--- src/rtl/mux_arb_pkg.sv ---
// Shared types, widths and the round-robin pick helper
// for the 4-source mux arbiter.
package mux_arb_pkg;

    typedef enum logic {
        IDLE,
        SERVE
    } state_t;

    localparam int NUM_REQ = 4;
    localparam int SEL_W   = 2;
    localparam int DATA_W  = 4;

    // Returns {found, idx}; the first set bit at or after ptr wins.
    function automatic logic [SEL_W:0] rr_pick(
        input logic [NUM_REQ-1:0] req,
        input logic [SEL_W-1:0]   ptr
    );
        logic [SEL_W-1:0] idx;
        rr_pick = '0;
        for (int i = NUM_REQ - 1; i >= 0; i--) begin
            idx = ptr + SEL_W'(i);
            if (req[idx]) begin
                rr_pick = {1'b1, idx};
            end
        end
    endfunction

endpackage

--- src/rtl/mux_4_to_1.sv ---
// Plain 4:1 datapath mux, select 0..3 maps to a..d.
// Purely combinational.
module mux_4_to_1
    import mux_arb_pkg::*;
(
    input  logic [DATA_W-1:0] i_a,
    input  logic [DATA_W-1:0] i_b,
    input  logic [DATA_W-1:0] i_c,
    input  logic [DATA_W-1:0] i_d,
    input  logic [SEL_W-1:0]  i_sel,
    output logic [DATA_W-1:0] o_y
);

    always_comb begin
        o_y = i_a;
        case (i_sel)
            2'd0:    o_y = i_a;
            2'd1:    o_y = i_b;
            2'd2:    o_y = i_c;
            default: o_y = i_d;
        endcase
    end

endmodule

--- src/rtl/rr_mux_arbiter.sv ---
// Round-robin arbiter sharing one 4:1 mux between four
// requesters, with a per-grant beat limit and valid/ready output.
module rr_mux_arbiter
    import mux_arb_pkg::*;
#(
    parameter int BURST = 4
) (
    input  logic              clk,
    input  logic              rst,
    input  logic [NUM_REQ-1:0] req,
    input  logic [DATA_W-1:0] a,
    input  logic [DATA_W-1:0] b,
    input  logic [DATA_W-1:0] c,
    input  logic [DATA_W-1:0] d,
    output logic [NUM_REQ-1:0] gnt,
    output logic [SEL_W-1:0]  sel,
    output logic              out_valid,
    output logic [DATA_W-1:0] out,
    input  logic              out_ready,
    output logic              busy
);

    localparam logic [3:0] LAST_BEAT = 4'(BURST - 1);

    state_t             r_state;
    logic [SEL_W-1:0]   r_sel;
    logic [SEL_W-1:0]   r_ptr;
    logic [3:0]         r_beat_cnt;
    logic [NUM_REQ-1:0] r_gnt;

    logic               w_valid;
    logic               w_beat;
    logic               w_release;
    logic [SEL_W-1:0]   w_next_ptr;
    logic [SEL_W-1:0]   w_search;
    logic [SEL_W:0]     w_pick;
    logic               w_found;
    logic [SEL_W-1:0]   w_idx;
    logic [DATA_W-1:0]  w_mux;

    assign w_valid    = (r_state == SERVE) & req[r_sel];
    assign w_beat     = w_valid & out_ready;
    assign w_release  = ~req[r_sel]
                      | (w_beat & (r_beat_cnt == LAST_BEAT));
    assign w_next_ptr = r_sel + 2'd1;

    // On release the search starts just past the current owner.
    assign w_search = (r_state == IDLE) ? r_ptr : w_next_ptr;
    assign w_pick   = rr_pick(req, w_search);
    assign w_found  = w_pick[SEL_W];
    assign w_idx    = w_pick[SEL_W-1:0];

    always_ff @(posedge clk) begin
        if (rst) begin
            r_state    <= IDLE;
            r_sel      <= '0;
            r_ptr      <= '0;
            r_beat_cnt <= '0;
            r_gnt      <= '0;
        end else begin
            unique case (r_state)
                IDLE: begin
                    if (w_found) begin
                        r_sel      <= w_idx;
                        r_gnt      <= NUM_REQ'(1) << w_idx;
                        r_beat_cnt <= '0;
                        r_state    <= SERVE;
                    end
                end
                SERVE: begin
                    if (w_release) begin
                        r_ptr      <= w_next_ptr;
                        r_beat_cnt <= '0;
                        if (w_found) begin
                            r_sel <= w_idx;
                            r_gnt <= NUM_REQ'(1) << w_idx;
                        end else begin
                            r_gnt   <= '0;
                            r_state <= IDLE;
                        end
                    end else if (w_beat) begin
                        r_beat_cnt <= r_beat_cnt + 4'd1;
                    end
                end
            endcase
        end
    end

    mux_4_to_1 u_mux (
        .i_a   (a),
        .i_b   (b),
        .i_c   (c),
        .i_d   (d),
        .i_sel (r_sel),
        .o_y   (w_mux)
    );

    assign gnt       = r_gnt;
    assign sel       = r_sel;
    assign busy      = (r_state == SERVE);
    assign out_valid = w_valid;
    assign out       = w_valid ? w_mux : '0;

endmodule

--- config.mk ---
export PLATFORM = sky130hd
export DESIGN_NAME = rr_mux_arbiter
export DESIGN_NICKNAME = d
export VERILOG_FILES = /design/src/rtl/mux_arb_pkg.sv /design/src/rtl/mux_4_to_1.sv /design/src/rtl/rr_mux_arbiter.sv
export SDC_FILE = /design/constraint.sdc
export NUM_CORES = 1
export LEC_CHECK = 0
export CAP_MARGIN = 20
export CORE_MARGIN = 8
export CORE_UTILIZATION = 44
export DETAILED_ROUTE_END_ITERATION = 10
export GPL_ROUTABILITY_DRIVEN = 0
export HOLD_SLACK_MARGIN = 0.06
export PLACE_DENSITY = 0.79
export SLEW_MARGIN = 20
export SYNTH_ARGS = -nofsm -noshare
export SYNTH_HDL_FRONTEND = slang
export SYNTH_SLANG_ARGS = --single-unit
--- constraint.sdc ---
create_clock -name clk -period 2.7 [get_ports clk]
set_input_delay 0.27 -clock clk [delete_from_list [all_inputs] [get_ports clk]]
set_output_delay 0.27 -clock clk [all_outputs]
set_load 0.02 [all_outputs]
; Word level (Yosys, flattened, before mapping)
; Index checks and enable logic that the tools add are counted.
[word_totals]
ff_bits = 13
in_bits = 23
out_inout_bits = 12
word_cells = 63
[classes]
add_sub_neg = 5
n_lt_le_gt_ge = 5
n_eq_ne = 6
shift = 1
n_mux = 31
bitwise_logic = 6
reduce_logical = 4
[op_table]
columns = operator, count
row1 = 2-to-1 mux 4 bit, 7
row2 = one-hot mux 4 bit (2 select lines), 2
row3 = "less-than comparator 2 x 3 -> 1 bit, second input constant", 5
row4 = 2-to-1 mux 3 bit, 4
row5 = one-hot mux 4 bit (3 select lines), 1
row6 = binary-select mux 1 bit (select 2 bit), 5
row7 = 2-to-1 mux 1 bit, 7
row8 = 2-to-1 mux 2 bit, 3
row9 = AND reduction 2 bit, 3
row10 = "adder 2 x 1 -> 2 bit, second input constant", 2
row11 = "adder 2 bit, second input constant", 2
row12 = "adder 4 x 1 -> 4 bit, second input constant", 1
row13 = "equality test 4 x 2 -> 1 bit, second input constant", 1
row14 = one-hot mux 2 bit (2 select lines), 1
row15 = "<< shifter 1 x 2 -> 4 bit, first input constant", 1
row16 = AND 1 bit, 3
row17 = "inequality test 3 x 1 -> 1 bit, second input constant", 1
row18 = "equality test 2 x 1 -> 1 bit, second input constant", 1
row19 = "equality test 2 bit, second input constant", 1
row20 = zero test 2 bit, 1
row21 = "inequality test 2 x 1 -> 1 bit, second input constant", 1
row22 = "inequality test 2 bit, second input constant", 1
row23 = NOT 1 bit, 2
row24 = one-hot mux 1 bit (2 select lines), 1
row25 = bitwise OR 1 bit, 1

; Logic depth before layout (Yosys ltp)
[logic_depth]
depth_word = 13
ltp_mapped = 8
depth_no_buf = 7

; Modules after synthesis
; Synthesis repeated with hierarchy kept, for this count alone.
[hier_totals]
hier_cells = 94
area_unflattened_um2 = 940.9
[modules_own_cells]
columns = mod, n_inst, cells_per_inst, area_per_inst_um2, seq_area_each_um2
row1 = rr_mux_arbiter, 1, 90, 835.8, 260.2
row2 = mux_4_to_1, 1, 4, 105.1, 0.0

; Worst setup path after synthesis
; OpenSTA, ideal clock, no wires.
[synth_path]
path_type = reg2reg
start = reg r_sel[0], in the netlist sel[0]
end = reg r_gnt[0], in the netlist gnt[0]
setup_ns = 0.117
arrival_ns = 1.937
required_time_ns = 2.583
setup_slack_ns = 0.646
stages_incl_launch_ff = 9
n_path_buf = 1
synth_period_minus_slack_ns = 2.054
cell_sequence = dfxtp_1 -> buf_6 -> inv_1 -> ha_1 -> mux2i_1 -> a211oi_1 -> nor4b_2 -> a21oi_1 -> a22o_1
[synth_via]
elab_chain_cells = 13
elab_cells_between_ends = 32
classes_between = add/sub: 4 / eq/ne: 2 / shift: 1 / mux: 19 / bitwise: 5 / reduce/logical: 1
[synth_rtl]
columns = item, line
row1 = start: declaration, rr_mux_arbiter.sv:26  ; logic [SEL_W-1:0] r_sel;
row2 = start signal: assignment, rr_mux_arbiter.sv:64  ; r_sel <= w_idx;
row3 = start signal: assignment, rr_mux_arbiter.sv:75  ; r_sel <= w_idx;
row4 = adder 2 x 1 -> 2 bit *, rr_mux_arbiter.sv:45  ; assign w_next_ptr = r_sel + 2'd1;
row5 = net w_next_ptr[0], rr_mux_arbiter.sv:34  ; logic [SEL_W-1:0] w_next_ptr;
row6 = 2-to-1 mux 2 bit *, rr_mux_arbiter.sv:48  ; assign w_search = (r_state == IDLE) ? r_ptr : w_next_ptr;
row7 = adder 2 bit, mux_arb_pkg.sv:22  ; idx = ptr + SEL_W'(i);
row8 = binary-select mux 1 bit (select 2 bit), mux_arb_pkg.sv:23  ; if (req[idx]) begin
row9 = 2-to-1 mux 1 bit (implied by the code), mux_arb_pkg.sv:23
row10 = 2-to-1 mux 3 bit (3 in a row), mux_arb_pkg.sv:23
row11 = 2-to-1 mux 3 bit *, mux_arb_pkg.sv:23
row12 = << shifter 1 x 2 -> 4 bit, "rr_mux_arbiter.sv:65, rr_mux_arbiter.sv:76"
row13 = 2-to-1 mux 4 bit, rr_mux_arbiter.sv:74  ; if (w_found) begin
row14 = 2-to-1 mux 4 bit, rr_mux_arbiter.sv:71  ; if (w_release) begin
row15 = one-hot mux 4 bit (2 select lines), rr_mux_arbiter.sv:61  ; unique case (r_state)
row16 = end signal: assignment, rr_mux_arbiter.sv:65  ; r_gnt <= NUM_REQ'(1) << w_idx;
row17 = end signal: assignment, rr_mux_arbiter.sv:76  ; r_gnt <= NUM_REQ'(1) << w_idx;
row18 = end: declaration, rr_mux_arbiter.sv:29  ; logic [NUM_REQ-1:0] r_gnt;
; Mark *: on every way through the listed nets, which the timed path passes. The rest lies on a longest branch. The select of a mux whose other input is x is not followed.
; A chain may end at the register's enable or synchronous reset.

; Worst setup path after layout
[layout_path]
start = reg r_sel[0], in the netlist sel[0]
end = out out[0]
[layout_via]
elab_chain_cells = 4
elab_cells_between_ends = 8
classes_between = eq/ne: 2 / mux: 4 / bitwise: 1 / reduce/logical: 1
[layout_rtl]
columns = item, line
row1 = binary-select mux 1 bit (select 2 bit), rr_mux_arbiter.sv:41  ; assign w_valid = (r_state == SERVE) & req[r_sel];
row2 = 2-to-1 mux 1 bit (implied by the code), rr_mux_arbiter.sv:41
row3 = AND 1 bit, rr_mux_arbiter.sv:41
row4 = 2-to-1 mux 4 bit *, rr_mux_arbiter.sv:102  ; assign out = w_valid ? w_mux : '0;
row5 = end: declaration, rr_mux_arbiter.sv:18  ; output logic [DATA_W-1:0] out,
; Mark *: on every way between the ends. The rest lies on a longest branch, timed or not. The select of a mux whose other input is x is not followed.

==> results.json <==
{
  "crit_top_cell": "nor2_1",
  "start_util": 0.4471,
  "avgSynthCellArea_um2": 8.059,
  "drt_first_pass_iters": 4,
  "drc": 0,
  "viasPerCell": 5.719,
  "dp_slack_ps": 261.8,
  "worstPathRequired_ps": 2430,
  "dp_hpwl_mm": 2.069,
  "numCtsBuffers": 3,
  "intPower_mw": 0.3906,
  "p_leak_nw": 0.4904,
  "worst_pin_slew_ps": 410.3,
  "slew_violations": 0,
  "post-route-util": 0.6194,
  "net-switching-power_mw": 0.2112,
  "die_x_um": 62.49,
  "grt_max_degree": 13,
  "antenna_found_initial": 0,
  "synthTopCellsByArea": "dfxtp_1 27%, a21oi_1 7.9%, ha_1 6.6%",
  "end_kind": "primary output",
  "max_freq_ghz": 0.3960,
  "synthArstFlopShare": 0,
  "vdd_ir_drop_max_mv": 0.3477,
  "outcome": "completed",
  "setup_violations": 0,
  "drt_iter0_drc": 75,
  "synth_ff_type": "dfxtp_1",
  "hold_viol": 0,
  "setup_tns_ps": 0,
  "yosys_warnings": 0,
  "die_y_um": 62.49,
  "postCtsHoldBufs": 0,
  "grt-ovfl-total": 0,
  "hp-class": "register to register",
  "fin_ws_ps": 174.8,
  "io_pins": 35,
  "crit_arrival_ps": 2260,
  "synth_edf_count": 0,
  "synth_fp_nets": 146,
  "holdPathEnd": "gnt[1]$_SDFFE_PP0P_",
  "clock_sinks": 13,
  "synth-seq-area-share": 0.2737,
  "rsz0062_at_grt": "no",
  "clkLatencyLatePin_ps": 290,
  "p_sw_frac": 0.3510,
  "cpPeakStageDelay_ps": 560,
  "post_cts_buffers": 0,
  "fp-row-count": 17,
  "timing.final.crit_share": 0.9353,
  "core_area_mm2": 0.002127,
  "clockBufferDepth": 2,
  "layout-drive-gt1-share": 0.08000,
  "seqPwrFrac": 0.378,
  "finalClockSkew_ps": 12.89,
  "first_global_vias": 979,
  "path_cells": "inv_1 -> ha_1 -> a222oi_1 -> nor2_1 -> a21oi_1 -> nor2_1 -> clkdlybuf4s50_1",
  "rr_startpoint": "sel[0]$_SDFFE_PP0P_",
  "whs_path_depth": 1,
  "timing.rr.end": "gnt[0]$_SDFFE_PP0P_",
  "critical_path_class": "register to primary output",
  "synthCells": 118,
  "startpoint_type": "register",
  "rrSetupSlack_ps": 520,
  "power.share.clock": 0.214,
  "cts_root_buf": "clkbuf_4",
  "portBuffers": 34,
  "ys_ff_latch": 13,
  "synth_area_um2": 950.9,
  "cts_tree": "done",
  "comb_power_share": 0.408,
  "wl_mm": 2.588,
  "hp-start": "gnt[1]$_SDFFE_PP0P_",
  "syn_to_final_growth_pct": 38.55,
  "grt_usage": 0.1321,
  "cts_max_level": 1,
  "cts.clk_slew.worst_paths_ps": 90,
  "yosysUniqueCellTypes": 39,
  "reg2reg_depth": 7,
  "maxCapViolations": 0,
  "wl_per_cell_um": 14.54,
  "worstPathMaxFanout": 10,
  "dieArea_mm2": 0.003905,
  "grt_pass1_wl_mm": 4.319,
  "power.total_mw": 0.6018,
  "stdcell_count": 178,
  "relSlewSlack": 0.7186,
  "synth_top_area_frac": 0.2737,
  "synth_top_cell_by_area": "dfxtp_1",
  "layout_min_cycle_time_ps": 2525,
  "powerDensity_mw_per_mm2": 456.8,
  "numPlacedInstances": 174,
  "fin_nets": 179,
  "antenna_cells": 0,
  "num_vias": 1018,
  "antenna_left": 0,
  "crit_path_top_delay_cell": "clkdlybuf4s50_1"
}
how the worst max path moves through the flow:
stage                        startpoint             endpoint  slack [ps]
floorplan           sel[0]$_SDFFE_PP0P_  gnt[0]$_SDFFE_PP0P_         650
global placement                 req[1]               out[0]         320
detailed placement               req[1]               out[0]         260
CTS                 sel[1]$_SDFFE_PP0P_               out[1]         100
global route        sel[0]$_SDFFE_PP0P_               out[0]          30
finish              sel[0]$_SDFFE_PP0P_               out[0]         170
flip-flops by register name, summed over array words and instances, names as in the netlist:
| signal | count |
|---|---|
| sel | 2 |
| r_beat_cnt | 4 |
| r_ptr | 2 |
| busy | 1 |
| gnt | 4 |
critical path, delay by kind of cell, from the launching register on:
kind,cells,cell delay (ps)
compound gates,2,490
fa+ha+maj,1,250
buf+inv,2,650
flops,1,450
simple gates,2,120
power groups by stage:
stage | Clock [mW] | Sequential (mW) | Combinational (mW)
3_3_place_gp | 0 | 0.230 | 0.242
3_5_place_dp | 0 | 0.231 | 0.246
2_1_floorplan | 0 | 0.236 | 0.151
6_report | 0.129 | 0.228 | 0.246
4_1_cts | 0.130 | 0.227 | 0.248
5_1_grt | 0.135 | 0.231 | 0.269
synthesized netlist by cell type (2+ instances only):
cell / number
ha_1: 5
and2_1: 2
o21ai_0: 6
nor2_1: 16
inv_1: 5
nand4_1: 3
or2_1: 2
nor3_1: 2
nand2b_1: 4
dfxtp_1: 13
mux2i_1: 3
a222oi_1: 4
a211oi_1: 4
buf_2: 2
buf_6: 2
a21oi_1: 15
nand2_1: 6
a32o_1: 2
or4_1: 2
placed cells by master, fill, tap and decap left out, types with 4 or more instances in the layout:
cell             netlist  routed
clkdlybuf4s50_1        0      33
nor2_1                16      16
a21oi_1               15      15
dfxtp_1               13      11
nand2_1                6       6
o21ai_0                6       6
inv_1                  5       5
ha_1                   5       5
a222oi_1               4       4
nand2b_1               4       4
a211oi_1               4       4
through the flow:
step / area (um2) / hold slack [ps]
floorplan: 950.9 / 444.3
global placement: 1286 / 451.6
detailed placement: 1286 / 452.1
CTS: 1314 / 479.7
global route: 1318 / 492.7
finish: 1318 / 475.5
what timing repair did:
action / CTS / global route
endpoints found under the setup margin: 1 / 2
pin swaps: 0 / 1
gates resized for setup: 1 / 2
layer usage:
metal,vias to the layer above,track usage,share of wire
met5,-,0,0
met4,0,0.09117,0.025
met3,7,0.03584,0.060
met2,39,0.2057,0.43
met1,466,0.1533,0.48
li1,506,-,-
cell families (layout without fill, tap and decap cells):
kind of cell	after synthesis	count (layout)	synth area share
and+or+nand+nor	43	43	0.2342
AOI/OAI and AO/OA	40	40	0.2974
muxes	5	5	0.05921
DFF	13	13	0.2737
adders and majority gates	5	5	0.06579
buffers and inverters	12	44	0.06973
area by class of cell:
| cell class | count | area (um2) |
|---|---|---|
| Clock buffer | 4 | 26.28 |
| Fill cell | 200 | 809.5 |
| Inverter | 5 | 18.77 |
| Multi-Input combinational cell | 93 | 624.3 |
| Sequential cell | 13 | 262.8 |
| Tap cell | 28 | 35.03 |
| Timing Repair Buffer | 35 | 350.3 |
Note: power is estimated with default switching activity, not from simulation.
